<file path="src/rtl/fifo_drain_pkg.sv">
// Shared types and sizing for the fifo drain controller and its skid buffer.
package fifo_drain_pkg;

   typedef enum logic [1:0] {IDLE, RUN, GAP, FLUSH} drain_state_t;

   localparam int SKID_DEPTH = 2;
   // Wide enough to hold 0..SKID_DEPTH (occupancy / credits in use).
   localparam int CRED_W = $clog2(SKID_DEPTH + 1);

endpackage

</file>
<file path="src/rtl/fifo_drain_skid.sv">
// Two-entry skid buffer catching fifo read data; head is presented downstream.
module fifo_drain_skid
   import fifo_drain_pkg::*;
#(
   parameter int DATA_W = 3
) (
   input  logic              clk,
   input  logic              rst,
   input  logic              push,
   input  logic [DATA_W-1:0] push_data,
   input  logic              pop,
   output logic [CRED_W-1:0] occ,
   output logic [DATA_W-1:0] head
);

   logic [SKID_DEPTH-1:0][DATA_W-1:0] mem;
   logic                              wr_ptr;
   logic                              rd_ptr;
   logic                              do_push;
   logic                              do_pop;

   // A push into a full buffer is only legal when the head leaves the same cycle.
   assign do_pop  = pop && (occ != '0);
   assign do_push = push && ((occ < CRED_W'(SKID_DEPTH)) || do_pop);
   assign head    = mem[rd_ptr];

   always_ff @(posedge clk) begin
      if (rst) begin
         mem    <= '0;
         wr_ptr <= 1'b0;
         rd_ptr <= 1'b0;
         occ    <= '0;
      end else begin
         if (do_push) begin
            mem[wr_ptr] <= push_data;
            wr_ptr      <= ~wr_ptr;
         end
         if (do_pop)
            rd_ptr <= ~rd_ptr;
         occ <= occ + CRED_W'(do_push) - CRED_W'(do_pop);
      end
   end

endmodule

</file>
<file path="src/rtl/fifo_drain_ctrl.sv">
// Read-side fifo master: credit-limited pops, burst/gap pacing, valid/ready output.
module fifo_drain_ctrl
   import fifo_drain_pkg::*;
#(
   parameter int DATA_W     = 3,
   parameter int BURST_LEN  = 50,
   parameter int GAP_CYCLES = 10,
   parameter int CNT_W      = 16
) (
   input  logic              clk,
   input  logic              rst,
   input  logic              enable,
   input  logic              fifo_empty,
   output logic              rd_en,
   input  logic              rd_vld,
   input  logic [DATA_W-1:0] rd_data,
   output logic              out_vld,
   input  logic              out_rdy,
   output logic [DATA_W-1:0] out_data,
   output logic              busy,
   output logic [CNT_W-1:0]  pop_cnt,
   output logic              proto_err
);

   localparam int BURST_W = (BURST_LEN > 1) ? $clog2(BURST_LEN) : 1;
   localparam int GAP_W   = (GAP_CYCLES > 1) ? $clog2(GAP_CYCLES) : 1;
   localparam int UW      = CRED_W + 1;
   localparam logic [BURST_W-1:0] BURST_LAST = BURST_W'((BURST_LEN > 0) ? BURST_LEN - 1 : 0);
   localparam logic [GAP_W-1:0]   GAP_LAST   = GAP_W'((GAP_CYCLES > 0) ? GAP_CYCLES - 1 : 0);

   drain_state_t       state;
   logic               infl;
   logic               rst_d;
   logic               out_xfer;
   logic               skid_push;
   logic [CRED_W-1:0]  occ;
   logic [UW-1:0]      credits_used;
   logic [BURST_W-1:0] burst_cnt;
   logic [GAP_W-1:0]   gap_cnt;

   // A word leaving downstream this cycle frees its credit immediately, which
   // is what allows one pop per cycle at full throughput.
   assign out_xfer     = out_vld && out_rdy;
   assign credits_used = UW'(infl) + UW'(occ) - UW'(out_xfer);
   assign rd_en        = (state == RUN) && !fifo_empty && (credits_used < UW'(SKID_DEPTH));
   assign skid_push    = rd_vld && infl;
   assign out_vld      = (occ != '0);
   assign busy         = (state != IDLE) || infl || out_vld;

   fifo_drain_skid #(.DATA_W(DATA_W)) u_skid (
      .clk       (clk),
      .rst       (rst),
      .push      (skid_push),
      .push_data (rd_data),
      .pop       (out_xfer),
      .occ       (occ),
      .head      (out_data)
   );

   always_ff @(posedge clk) begin
      if (rst) begin
         state     <= IDLE;
         infl      <= 1'b0;
         rst_d     <= 1'b1;
         burst_cnt <= '0;
         gap_cnt   <= '0;
         pop_cnt   <= '0;
         proto_err <= 1'b0;
      end else begin
         rst_d <= 1'b0;
         infl  <= rd_en;
         if (rd_en)
            pop_cnt <= pop_cnt + CNT_W'(1);
         // A read issued just before reset may still return; that word is not an error.
         if (rd_vld && !infl && !rst_d)
            proto_err <= 1'b1;
         unique case (state)
            IDLE: begin
               burst_cnt <= '0;
               gap_cnt   <= '0;
               if (enable)
                  state <= RUN;
            end
            RUN: begin
               if (rd_en) begin
                  if ((BURST_LEN != 0) && (burst_cnt == BURST_LAST)) begin
                     burst_cnt <= '0;
                     gap_cnt   <= '0;
                     state     <= GAP;
                  end else begin
                     burst_cnt <= burst_cnt + BURST_W'(1);
                  end
               end
               if (!enable)
                  state <= FLUSH;
            end
            GAP: begin
               if (!enable)
                  state <= FLUSH;
               else if (gap_cnt == GAP_LAST)
                  state <= RUN;
               else
                  gap_cnt <= gap_cnt + GAP_W'(1);
            end
            FLUSH: begin
               if (!infl && (occ == '0))
                  state <= IDLE;
            end
            default: state <= IDLE;
         endcase
      end
   end

endmodule

</file>
<file path="config.mk">
export PLATFORM = sky130hd
export DESIGN_NAME = fifo_drain_ctrl
export DESIGN_NICKNAME = d
export VERILOG_FILES = /design/src/rtl/fifo_drain_pkg.sv /design/src/rtl/fifo_drain_skid.sv /design/src/rtl/fifo_drain_ctrl.sv
export SDC_FILE = /design/constraint.sdc
export NUM_CORES = 1
export LEC_CHECK = 0
export CAP_MARGIN = 20
export CORE_ASPECT_RATIO = 1.1
export CORE_UTILIZATION = 57
export DETAILED_ROUTE_END_ITERATION = 7
export PLACE_DENSITY = 0.86
export SLEW_MARGIN = 5
export SYNTH_ARGS = -nofsm -noshare
export SYNTH_HDL_FRONTEND = slang
export SYNTH_HIERARCHICAL = 1
export SYNTH_SLANG_ARGS = --single-unit
</file>
<file path="constraint.sdc">
create_clock -name clk -period 6.6 [get_ports clk]
set_input_delay 1.32 -clock clk [delete_from_list [all_inputs] [get_ports clk]]
set_output_delay 1.32 -clock clk [all_outputs]
set_load 0.01 [all_outputs]
</file>
==> flow_metrics.py <==
metrics = {
    "outcome": {
        "outcome": "finished, final reports clean",
    },
    "global_route": {
        "grtUsageMet2_pct": 38.1,
        "use_met3_pct": 6.69,
        "use_met1_pct": 27.2,
        "grt-ovfl-total": 0,
        "grt_pass1_vias": 1584,
        "grt_usage_pct": 23.1,
        "top_usage_layer": "met2",
        "antenna_found_initial": 0,
        "grt_pass1_wl_mm": 6.74,
        "grt_max_degree": 37,
    },
    "logic_synthesis": {
        "yosys.area.top_type": "dfxtp_1",
        "ys.flop_type": "dfxtp_1",
        "yosysMostFrequentCell": "dfxtp_1",
        "ys_top_cells_by_count": "41 x dfxtp_1, 21 x a21oi_1, 17 x nor2_1",
        "yosysUniqueCellTypes": 43,
        "synthTopCellsByArea": "dfxtp_1 40%, a21oi_1 5.1%, ha_1 4.8%, nand2b_1 3.6%, mux2i_1 3.4%",
        "yosys_warnings": 6,
        "syn_area_per_cell_um2": 8.93,
        "synth_area_mm2": 0.00207,
        "ys_ff_latch": 41,
        "synth_top_area_share_pct": 39.6,
        "syn_inst": 232,
        "synth-edff-count": 0,
        "syn-num-nets": 250,
        "ys_seq_area_share_pct": 39.6,
        "synthArstFlopShare_pct": 0,
    },
    "placement": {
        "place_inst": 300,
        "dp_hpwl_mm": 2.88,
        "gp_congestion": 0.820,
        "io_buffers": 31,
    },
    "timing": {
        "fin_setup_tns_ps": 0,
        "period_needed_ps": 5420,
        "fin_skew_ps": 13.8,
        "max_freq_mhz": 184,
        "worst_pin_slew_ps": 710,
        "maxSlewHeadroom_pct": 52.1,
        "setup_viol": 0,
        "rsz0062_at_grt": "no",
        "hold_viol": 0,
        "finalMaxSlewViolations": 0,
        "finalCritPeriodShare_pct": 82.1,
    },
    "critical_path": {
        "worstPathRequired_ps": 5280,
        "end_kind": "primary output",
        "slowest_delay_ps": 610,
        "cpMostUsedCell": "clkdlybuf4s50_1",
        "worst-setup-path-type": "in2out",
        "rr_worst_depth": 9,
        "worstSetupStartpointType": "input pin",
        "cp.arrival_ps": 4100,
        "slowest_stage": "clkdlybuf4s50_1",
        "cp_max_fo": 8,
        "path_cells": "clkdlybuf4s50_1 -> and2_1 -> ha_1 -> nand2b_1 -> fa_1 -> nand4bb_1 -> nor2_1 -> clkdlybuf4s50_1",
    },
    "detailed_routing": {
        "drtAntennaViolNets": 0,
        "routed_wl_mm": 3.99,
        "viasPerCell": 5.69,
        "drt-initial-drc-count": 111,
        "wl_per_cell_um": 13.0,
        "vias": 1747,
        "first_pass_iters": 4,
        "drc": 0,
    },
    "die": {
        "io_pins": 32,
        "core_area_mm2": 0.00341,
        "initial_utilization_pct": 60.7,
        "die_width_um": 59.5,
        "die_area_mm2": 0.00388,
        "die_h_um": 65.2,
        "rows": 22,
    },
    "clocking": {
        "cts_tree": "done",
        "post_cts_buffers": 0,
        "cts_buffers": 5,
        "worstSkewPairLatency_ps": 350,
        "postCtsHoldBufs": 0,
        "cts.clk_slew.worst_paths_ps": 100,
        "cts_resized": 0,
        "cts_sinks": 41,
        "cts.htree.levels": 2,
        "clockBufferDepth": 2,
        "clockRootBuffer": "clkbuf_4",
    },
    "finish": {
        "instances_no_fill": 307,
        "insertedDiodeCount": 0,
        "drive_gt1_share_pct": 5.79,
        "fillCellCount": 296,
        "area.growth.synth_to_final_pct": 17.9,
        "postLayoutCoreUtil_pct": 71.5,
        "layout.nets": 277,
    },
    "pwr": {
        "power.leakage_nw": 0.858,
        "irDropWorstVdd_mv": 0.123,
        "power.density_mw_per_mm2": 180,
        "p_total_w": 0.000438,
    },
    "flow_run": {
        "maxCapViolations": 0,
    },
    "min_path": {
        "holdPathStages": 2,
        "hp-class": "reg2reg",
    },
}
==> cell type report <==
class | count | area [um^2] | share of cell area, %
inverter | 10 | 37.5 | 1.54
clock buffer | 7 | 55.1 | 2.26
sequential | 41 | 821 | 33.6
tap | 48 | 60.1 | 2.46
multi-input combinational | 169 | 1150 | 47.1
timing repair buffer | 32 | 318 | 13.0
==> path summary, 6_finish.rpt <==
| check | start | to | slack [ps] |
|---|---|---|---|
| setup / recovery | out_rdy | rd_en | 1180 |
| hold / removal | u_skid/mem[1] | u_skid/mem[1] | 480 |
| setup reg to reg | u_skid/occ[1] | pop_cnt[15] | 3060 |
| hold reg to reg | u_skid/mem[1] | u_skid/mem[1] | 480 |
==> layer usage <==
metal,wire length [um],vias up
li1,-,883
met1,1830,828
met2,1950,28
met3,131,8
met4,74,0
met5,0,-
==> stage by stage <==
stage               hold slack (ps)  cell area, um^2  worst slack [ps]
finish                          480             2440              1180
global route                    506             2440               995
CTS                             483             2440              1190
detailed placement              462             2390              1210
global placement                452             2390              1250
floorplan                       446             2070              2350
==> state kept, by name (all words and copies together) (netlist names) <==
name           cells
u_skid/mem         6
u_skid/wr_ptr      1
gap_cnt            4
rst_d              1
proto_err          1
u_skid/occ         2
u_skid/rd_ptr      1
pop_cnt           16
state              2
infl               1
burst_cnt          6
==> layout by cell type, fill, tap and decap left out, types with 3 or more instances in the layout <==
| master | instances |
|---|---|
| dfxtp_1 | 41 |
| clkdlybuf4s50_1 | 31 |
| a21oi_1 | 21 |
| nor2_1 | 17 |
| nand2b_1 | 12 |
| o21ai_0 | 11 |
| or3_1 | 11 |
| inv_1 | 10 |
| nand2_1 | 9 |
| nand3_1 | 9 |
| ha_1 | 8 |
| mux2i_1 | 7 |
| xnor2_1 | 6 |
| or4_1 | 6 |
| o31ai_1 | 5 |
| clkbuf_4 | 5 |
| xor2_1 | 4 |
| mux2_2 | 4 |
| and2_1 | 3 |
| nand4_1 | 3 |
| nor3_1 | 3 |
==> power by group <==
part           internal [W]   total, W  leakage (nW)  switching [W]
logic             0.0000242  0.0000489         0.495      0.0000247
clock network     0.0000504   0.000129        0.0314      0.0000783
registers          0.000253   0.000261         0.332     0.00000780
total              0.000328   0.000438         0.858       0.000111
==> critical path, delay by kind of cell <==
family,cells,cell delay (ps)
buffers and inverters,2,1060
AND/OR/NAND/NOR,4,970
adder cells (fa/ha/maj),2,750
==> cell families after synthesis <==
kind of cell | Yosys count | synth area share [%]
muxes | 11 | 5.56
adders and majority gates | 9 | 5.80
AOI/OAI and AO/OA | 49 | 14.7
buffers and inverters | 22 | 4.83
xor gates and xnor gates | 10 | 4.23
and+or+nand+nor | 90 | 25.2
DFF | 41 | 39.6
No activity file was read; power rests on OpenSTA's default activity.
